**src/rtl/int_mem_arb_pkg.sv**
```systemverilog
// Shared types and constants for the two-master internal SRAM arbiter.
// Master indices double as the bit positions of every 2-bit grant/ready vector.
package int_mem_arb_pkg;

  localparam logic MST_I = 1'b0;
  localparam logic MST_D = 1'b1;

  localparam int IOB_DATA_W = 32;
  localparam int IOB_ADDR_W = 13;

  typedef struct packed {
    logic                    avalid;
    logic [IOB_ADDR_W-1:0]   addr;
    logic [IOB_DATA_W-1:0]   wdata;
    logic [IOB_DATA_W/8-1:0] wstrb;
  } iob_req_t;

  typedef struct packed {
    logic [IOB_DATA_W-1:0] rdata;
    logic                  rvalid;
    logic                  ready;
  } iob_rsp_t;

  function automatic logic [1:0] mst_onehot(input logic m);
    return m ? 2'b10 : 2'b01;
  endfunction

endpackage

```
**src/rtl/int_mem_arb_grant.sv**
```systemverilog
// Round-robin grant with a bounded hold window: the last winner keeps the
// SRAM for up to HOLD back-to-back accepts while the other master waits.
module rr_hold_grant
  import int_mem_arb_pkg::*;
#(
  parameter int HOLD   = 4,
  parameter int HOLD_W = $clog2(HOLD+1)
) (
  input  logic       clk_i,
  input  logic       arst_n_i,
  input  logic       cke_i,
  input  logic [1:0] valid_i,
  input  logic       accept_i,
  output logic [1:0] gnt_o
);

  logic              last_q, last_d;
  logic [HOLD_W-1:0] cnt_q, cnt_d;
  logic              keep;
  logic              win;

  always_ff @(posedge clk_i or negedge arst_n_i) begin
    if (!arst_n_i) begin
      last_q <= MST_D;
      cnt_q  <= '0;
    end else if (cke_i) begin
      last_q <= last_d;
      cnt_q  <= cnt_d;
    end
  end

  // A zero count means the previous run was broken by an idle cycle (or
  // reset), so a tie goes to the other master; out of reset that is I.
  always_comb begin
    keep  = (cnt_q != '0) && (cnt_q < HOLD_W'(HOLD));
    gnt_o = valid_i;
    if (&valid_i) gnt_o = mst_onehot(keep ? last_q : ~last_q);
  end

  assign win = gnt_o[MST_D];

  always_comb begin
    last_d = last_q;
    cnt_d  = '0;
    if (accept_i) begin
      if (win == last_q) begin
        cnt_d = (cnt_q == HOLD_W'(HOLD)) ? cnt_q : cnt_q + HOLD_W'(1);
      end else begin
        cnt_d  = HOLD_W'(1);
        last_d = win;
      end
    end
  end

endmodule

```
**src/rtl/int_mem_arb.sv**
```systemverilog
// Shares one single-port SRAM between the instruction and data IOb buses:
// one access per cycle, read data steered back to the issuing master.
module int_mem_arb
  import int_mem_arb_pkg::*;
#(
  parameter int DATA_W = 32,
  parameter int ADDR_W = 13,
  parameter int HOLD   = 4,
  parameter int HOLD_W = $clog2(HOLD+1)
) (
  input  logic                clk_i,
  input  logic                arst_n_i,
  input  logic                cke_i,
  input  logic                i_avalid_i,
  input  logic [ADDR_W-1:0]   i_addr_i,
  input  logic [DATA_W-1:0]   i_wdata_i,
  input  logic [DATA_W/8-1:0] i_wstrb_i,
  output logic [DATA_W-1:0]   i_rdata_o,
  output logic                i_rvalid_o,
  output logic                i_ready_o,
  input  logic                d_avalid_i,
  input  logic [ADDR_W-1:0]   d_addr_i,
  input  logic [DATA_W-1:0]   d_wdata_i,
  input  logic [DATA_W/8-1:0] d_wstrb_i,
  output logic [DATA_W-1:0]   d_rdata_o,
  output logic                d_rvalid_o,
  output logic                d_ready_o,
  output logic                m_en_o,
  output logic [ADDR_W-1:0]   m_addr_o,
  output logic [DATA_W-1:0]   m_wdata_o,
  output logic [DATA_W/8-1:0] m_wstrb_o,
  input  logic [DATA_W-1:0]   m_rdata_i
);

  localparam int STRB_W = DATA_W/8;

  logic [1:0]             vld, gnt, rdy;
  logic [1:0][ADDR_W-1:0] addr;
  logic [1:0][DATA_W-1:0] wdata;
  logic [1:0][STRB_W-1:0] wstrb;
  logic                   run, acc, win, rd_acc;
  logic                   rd_pend_q, rd_pend_d;
  logic                   rd_own_q, rd_own_d;

  assign vld   = {d_avalid_i, i_avalid_i};
  assign addr  = {d_addr_i, i_addr_i};
  assign wdata = {d_wdata_i, i_wdata_i};
  assign wstrb = {d_wstrb_i, i_wstrb_i};

  // Reset is folded in so ready/m_en drop the instant reset asserts.
  assign run = cke_i & arst_n_i;

  rr_hold_grant #(
    .HOLD   (HOLD),
    .HOLD_W (HOLD_W)
  ) u_grant (
    .clk_i    (clk_i),
    .arst_n_i (arst_n_i),
    .cke_i    (cke_i),
    .valid_i  (vld),
    .accept_i (acc),
    .gnt_o    (gnt)
  );

  assign rdy       = gnt & vld & {2{run}};
  assign acc       = |rdy;
  assign win       = rdy[MST_D];
  assign i_ready_o = rdy[MST_I];
  assign d_ready_o = rdy[MST_D];

  always_comb begin
    m_en_o    = acc;
    m_addr_o  = '0;
    m_wdata_o = '0;
    m_wstrb_o = '0;
    if (acc) begin
      m_addr_o  = addr[win];
      m_wdata_o = wdata[win];
      m_wstrb_o = wstrb[win];
    end
  end

  assign rd_acc = acc & (wstrb[win] == '0);

  always_comb begin
    rd_pend_d = rd_acc;
    rd_own_d  = rd_acc ? win : rd_own_q;
  end

  always_ff @(posedge clk_i or negedge arst_n_i) begin
    if (!arst_n_i) begin
      rd_pend_q <= 1'b0;
      rd_own_q  <= MST_I;
    end else if (cke_i) begin
      rd_pend_q <= rd_pend_d;
      rd_own_q  <= rd_own_d;
    end
  end

  // SRAM data is passed through unregistered; the non-owner sees zero.
  assign i_rvalid_o = rd_pend_q & (rd_own_q == MST_I);
  assign d_rvalid_o = rd_pend_q & (rd_own_q == MST_D);
  assign i_rdata_o  = i_rvalid_o ? m_rdata_i : '0;
  assign d_rdata_o  = d_rvalid_o ? m_rdata_i : '0;

endmodule

```
**config.mk**
```make
export PLATFORM = sky130hd
export DESIGN_NAME = int_mem_arb
export DESIGN_NICKNAME = d
export VERILOG_FILES = /design/src/rtl/int_mem_arb_pkg.sv /design/src/rtl/int_mem_arb_grant.sv /design/src/rtl/int_mem_arb.sv
export SDC_FILE = /design/constraint.sdc
export NUM_CORES = 1
export LEC_CHECK = 0
export BUFFER_PORTS_ARGS = -buffer_cell sky130_fd_sc_hd__buf_2
export CELL_PAD_IN_SITES_DETAIL_PLACEMENT = 0
export CELL_PAD_IN_SITES_GLOBAL_PLACEMENT = 1
export CORE_AREA = 2 2 100 102
export DETAILED_ROUTE_END_ITERATION = 12
export DIE_AREA = 0 0 102 104
export PLACE_DENSITY_LB_ADDON = 0.15
export SLEW_MARGIN = 30
export SYNTH_ARGS = -nofsm -noshare
export SYNTH_HDL_FRONTEND = slang
export SYNTH_SLANG_ARGS = --single-unit
```
**constraint.sdc**
```tcl
create_clock -name clk_i -period 2.4 [get_ports clk_i]
set_input_delay 0.48 -clock clk_i [delete_from_list [all_inputs] [get_ports clk_i]]
set_output_delay 0.48 -clock clk_i [all_outputs]
set_load 0.02 [all_outputs]
```
==> metrics.cfg, run 1 <==
[outcome]
status = finished, violations left
violations = negative setup slack

[critical_path]
path_cells = inv_2, ha_4, or3_4, buf_6, a31oi_4, buf_6, buf_12, buf_12, a22o_1, buf_6
crit_arrival_ns = 2.10
timing.rr.start = u_grant.cnt_q[1]
crit_fanout = 8
worstSetupPathType = reg2out
end_kind = output port
r2r_cells = 9
crit_top_cell = buf_6
slowest_delay_ns = 0.34
startpoint = u_grant.cnt_q[1]
crit_required_ns = 1.92
critPathLaunchType = flip-flop
cpMaxStageDelayCell = dfrtp_1

[floorplanning]
die_h_microns = 104
initial_core_util_pct = 15.6
core.rowCount = 36
die-area_sq_mm = 0.0106
boundaryPins = 253
die_w_microns = 102
core_area_sq_mm = 0.00955

[timing]
setup_slack_ns = -0.177
slew_headroom_pct = 61.0
rsz0062_at_grt = yes
hold_violations = 0
clock.fmax_mhz = 388
period_share_pct = 107
setup_viol = 50
worst_pin_slew_ns = 0.584
fin_crit_ns = 2.58
final_max_slew_viol_count = 0
skew_ns = 0.00629
whs_ns = 0.176

[power_and_ir_drop]
powerDensity_mw_per_mm2 = 256
seq_power_share_pct = 13.1
power.net_switching_w = 0.000354
switching_share_pct = 38.9
clkPwrFrac_pct = 17.8
max-vdd-ir-drop_uv = 193
p_leak_nw = 2.14
p_int_w = 0.000556
combPwrFrac_pct = 69.2

[detailed_routing]
avgViaCountPerCell = 4.31
drtIter0Drc = 123
firstDrtPassIters = 4
drcViolationCount = 0
drt_wl_total_mm = 8.85
wl_per_cell_microns = 14.6
via_count = 2623
antenna_left = 0

[min_path]
hold_class = in2async

[clocking]
cts-root-buf = clkbuf_8
clkLatencyLatePin_ns = 0.23
cts_hold_buf = 0
clock-sinks = 6
cts_inserted_buffers = 3
cts.reportedPaths.clkPinSlew_ns = 0.04
clk_path_buf_depth = 2
cts_tree = yes
h-tree-depth = 1

[logic_synthesis]
synth.most_common_cell = a22o_1
synth.distinct_cells = 37
synth_area_leaders = a22o_1 (27%), and3_1 (14%), and2_1 (14%), dfrtp_1 (8.4%), buf_6 (5.3%)
synth_commonest_cells = a22o_1 (46), and3_1 (34), and2_1 (33)
synth_top_area_cell = a22o_1
syn_area_sq_mm = 0.00149
ys_seq_area_share_pct = 10.2
syn_inst = 200
synth_warnings = 0
avgSynthCellArea_sq_um = 7.43
synthArstFlopShare_pct = 100
synth_seq_cells = 6
syn-num-nets = 337
synth-edff-count = 0
synth_ff_type = dfrtp_1
yosysTopAreaCellShare_pct = 27.1

[placed_design]
dp_hpwl_mm = 6.62
dp.cells = 588
portBuffers = 252
finalWeightedCongestion = 0.837
pre_cts_ws_ns = -0.221

[cells_and_area]
stdcell_count = 608
antenna_cells = 0
area_growth_pct = 139
fin_nets = 613
fill_cells = 1013
drive_gt1_share_pct = 65.5

[global_route]
grt_pass1_vias = 2519
overflow = 0
antenna_found_initial = 0
grt_pass1_wl_mm = 12.8
grt_util_all_layers_pct = 15.0
grt_max_degree = 35

[job]
drv_cap = 0

final cells by class:
class	count	area [sq um]	area share (%)
Clock buffer	4	45.0	1.27
Timing Repair Buffer	290	1910	53.8
Multi-Input combinational cell	168	1250	35.2
Sequential cell	6	151	4.26
Inverter	7	26.3	0.739
Tap cell	133	166	4.68
flip-flops by register name, indices dropped and copies added (netlist names):
name            cells
u_grant.last_q      1
rd_own_q            1
u_grant.cnt_q       3
rd_pend_q           1
critical path, delay by kind of cell, from the launching register on:
family,cells,cell delay (ns)
adder cells (fa/ha/maj),1,0.16
AND/OR/NAND/NOR,1,0.33
buffers and inverters,6,0.68
flip-flops,1,0.34
AO/OA/AOI/OAI,2,0.36
power groups by stage:
| stage | combinational [W] | clock (W) | sequential, W |
|---|---|---|---|
| 2_1_floorplan | 0.000243 | 0 | 0.000124 |
| 3_3_place_gp | 0.000499 | 0 | 0.000120 |
| 3_5_place_dp | 0.000498 | 0 | 0.000120 |
| 4_1_cts | 0.000617 | 0.000167 | 0.000119 |
| 5_1_grt | 0.000676 | 0.000180 | 0.000120 |
| 6_report | 0.000630 | 0.000162 | 0.000119 |
cells by family (layout without fill, tap and decap cells):
group | after synthesis | in the layout | synth area share [%]
simple gates | 94 | 95 | 39.2
compound gates | 70 | 70 | 37.6
buf+inv | 27 | 301 | 10.7
flops | 6 | 6 | 10.2
fa+ha+maj | 2 | 2 | 1.68
mux | 1 | 1 | 0.674
path summary, 6_finish.rpt:
kind                                          to  slack [ns]
worst min-delay path            u_grant.cnt_q[2]        0.18
min in group clk_i                     rd_pend_q        0.61
worst max register to register  u_grant.cnt_q[0]        0.30
worst min register to register    u_grant.last_q        0.65
max in group asynchronous         u_grant.last_q        2.00
worst max-delay path                 m_addr_o[4]       -0.18
metal layers:
metal	global-route usage (%)	share of wire (%)
met1	19.0	42
met2	28.0	52
met3	1.88	5.5
met4	0.952	0.53
met5	0	0
stage by stage:
step,utilization (%),setup TNS [ns],area (sq um),total power [W]
after global routing,37.2,-13.03,3550,0.000977
after global placement,31.2,-8.75,2980,0.000618
final,37.2,-6.50,3550,0.000910
after floorplan,-,0,1490,0.000368
after detailed placement,31.2,-9.39,2980,0.000618
after CTS,36.8,-6.42,3510,0.000903
placed cells by master (no fill, tap or decap), types with 2 or more instances in the layout:
cell	count
a21oi_1	4
buf_4	28
clkbuf_8	3
o21ai_1	4
a21oi_2	3
dfrtp_1	5
nor2_1	3
buf_12	3
o21ai_2	3
or4b_1	2
nand2_1	3
inv_1	4
buf_2	207
nor2_4	2
nand3_1	6
buf_6	50
nor2b_1	2
and3_1	34
nor3_1	3
a22o_1	46
and2_1	33
inv_2	3
what timing repair did:
action / CTS / global route
setup endpoints to repair: 51 / 51
pin swaps: 31 / 6
gates resized for setup: 104 / 11
gates cloned: 4 / 0
buffers inserted: 10 / 4
No activity file was read; power rests on OpenSTA's default activity.
==> inputs of run 2 (changes only) <==
--- a/config.mk
+++ b/config.mk
@@ -8,9 +8,10 @@
 export BUFFER_PORTS_ARGS = -buffer_cell sky130_fd_sc_hd__buf_2
 export CELL_PAD_IN_SITES_DETAIL_PLACEMENT = 0
 export CELL_PAD_IN_SITES_GLOBAL_PLACEMENT = 1
-export CORE_AREA = 2 2 100 102
+export CORE_AREA = 2 2 119 86
+export CTS_CLUSTER_DIAMETER = 30
 export DETAILED_ROUTE_END_ITERATION = 12
-export DIE_AREA = 0 0 102 104
+export DIE_AREA = 0 0 121 88
 export PLACE_DENSITY_LB_ADDON = 0.15
 export SLEW_MARGIN = 30
 export SYNTH_ARGS = -nofsm -noshare
==> metrics.cfg, run 2 (same netlist as run 1, synthesis figures left out) <==
[timing]
final_max_slew_viol_count = 0
clock.fmax_mhz = 382
worst_pin_slew_ns = 0.579
fin_crit_ns = 2.62
setup_viol = 51
rsz0062_at_grt = yes
slew_headroom_pct = 61.4
period_share_pct = 109
whs_ns = 0.166
skew_ns = 0.000168
hold_violations = 0
setup_slack_ns = -0.217

[global_route]
overflow = 0
grt_max_degree = 35
grt_pass1_vias = 2210
grt_util_all_layers_pct = 14.1
grt_pass1_wl_mm = 12.0
antenna_found_initial = 0

[clocking]
cts_inserted_buffers = 3
cts-root-buf = clkbuf_16
cts_hold_buf = 0
clkLatencyLatePin_ns = 0.23
cts.reportedPaths.clkPinSlew_ns = 0.03
cts_tree = yes
clock-sinks = 6
h-tree-depth = 1
clk_path_buf_depth = 2

[floorplanning]
die_h_microns = 88
core_area_sq_mm = 0.00950
core.rowCount = 30
die-area_sq_mm = 0.0106
die_w_microns = 121
boundaryPins = 253
initial_core_util_pct = 15.6

[cells_and_area]
fin_nets = 609
final_cell_mix = buf_2 (202), a22o_1 (45), buf_6 (41), buf_4 (36), and3_1 (34)
drive_gt1_share_pct = 65.4
largest_reg_flops = 3
antenna_cells = 0
layout_commonest_cell = buf_2
final_core_util_pct = 37.4
area_growth_pct = 139
largest_register = u_grant.cnt_q

[detailed_routing]
antenna_left = 0
avgViaCountPerCell = 4.40
drcViolationCount = 0
wl_per_cell_microns = 14.8
via_count = 2635
drt_wl_total_mm = 8.89
drtIter0Drc = 120
firstDrtPassIters = 4

[placed_design]
dp_hpwl_mm = 6.55
portBuffers = 252
finalWeightedCongestion = 0.746

[critical_path]
crit_required_ns = 1.92
crit_fanout = 11
path_buf_inv = 5
critPathLaunchType = flip-flop
end_kind = output port
cpMaxStageDelayCell = or3_4
worstSetupPathType = reg2out
path_cells = inv_2, ha_4, or3_4, buf_12, a31oi_4, buf_6, clkbuf_16, a22o_1, buf_6
path_depth = 9
slowest_delay_ns = 0.36
crit_top_cell = buf_6
crit_family = buffers and inverters
crit_arrival_ns = 2.14
r2r_cells = 10

[power_and_ir_drop]
switching_share_pct = 36.1
power.net_switching_w = 0.000366
powerDensity_mw_per_mm2 = 286
seq_power_share_pct = 11.6
clkPwrFrac_pct = 27.3
p_leak_nw = 2.14
max-vdd-ir-drop_uv = 204
p_int_w = 0.000649
combPwrFrac_pct = 61.0

[min_path]
hold_class = in2async

[outcome]
status = finished, violations left
violations = negative setup slack

[job]
drv_cap = 0

-- run 2: changes by cell type in the layout (fill, tap and decap cells not counted), sizes merged --
cell,change
clkbuf,+1
nor2,+2
buf,-7
-- run 2: path summary, 6_finish.rpt --
path | start | end | slack [ns]
worst max-delay path | u_grant.cnt_q[1] | m_wdata_o[0] | -0.22
worst min-delay path | arst_n_i | u_grant.cnt_q[1] | 0.17
worst max register to register | u_grant.cnt_q[1] | rd_pend_q | 0.19
worst min register to register | u_grant.cnt_q[0] | u_grant.cnt_q[0] | 0.62
max in group asynchronous | arst_n_i | u_grant.last_q | 2.02
min in group clk_i | cke_i | u_grant.cnt_q[2] | 0.61
-- run 2: power groups by stage --
stage / Combinational (W) / Sequential (W) / Clock [W]
after floorplan: 0.000243 / 0.000124 / 0
after global placement: 0.000499 / 0.000119 / 0
after detailed placement: 0.000499 / 0.000119 / 0
after CTS: 0.000594 / 0.000118 / 0.000284
after global routing: 0.000668 / 0.000119 / 0.000293
final: 0.000619 / 0.000118 / 0.000277
-- run 2: final cells by class --
class | count | area [sq um]
well taps | 128 | 160
repair buffers | 284 | 1860
clock buffers | 4 | 78.8
flip-flops and latches | 6 | 151
multi-input cells | 170 | 1270
inverters | 7 | 26.3
fillers | 1016 | 5940
-- run 2: repair_timing --
item / 4_1_cts / 5_1_grt
resized for setup: 77 / 32
pin swaps: 15 / 18
buffers inserted: 9 / 2
endpoints found under the setup margin: 51 / 52
cloned: 5 / 2
-- run 2: per-layer routing --
metal	routed length (microns)	up-vias	track usage (%)
met5	0	-	0
met4	57	0	2.43
met3	556	6	1.95
met2	4380	97	22.3
met1	3900	1222	20.5
li1	-	1310	-
-- run 2: metrics by stage --
stage | total power [W] | TNS (ns) | setup slack, ns | instances | instance area [sq um]
after floorplan | 0.000368 | 0 | 0.110 | 200 | 1490
after global placement | 0.000617 | -10.38 | -0.311 | 579 | 2960
after detailed placement | 0.000617 | -12.17 | -0.333 | 579 | 2960
after CTS | 0.000996 | -6.83 | -0.171 | 597 | 3420
after global routing | 0.00108 | -12.75 | -0.288 | 599 | 3550
final | 0.00101 | -7.67 | -0.217 | 599 | 3550
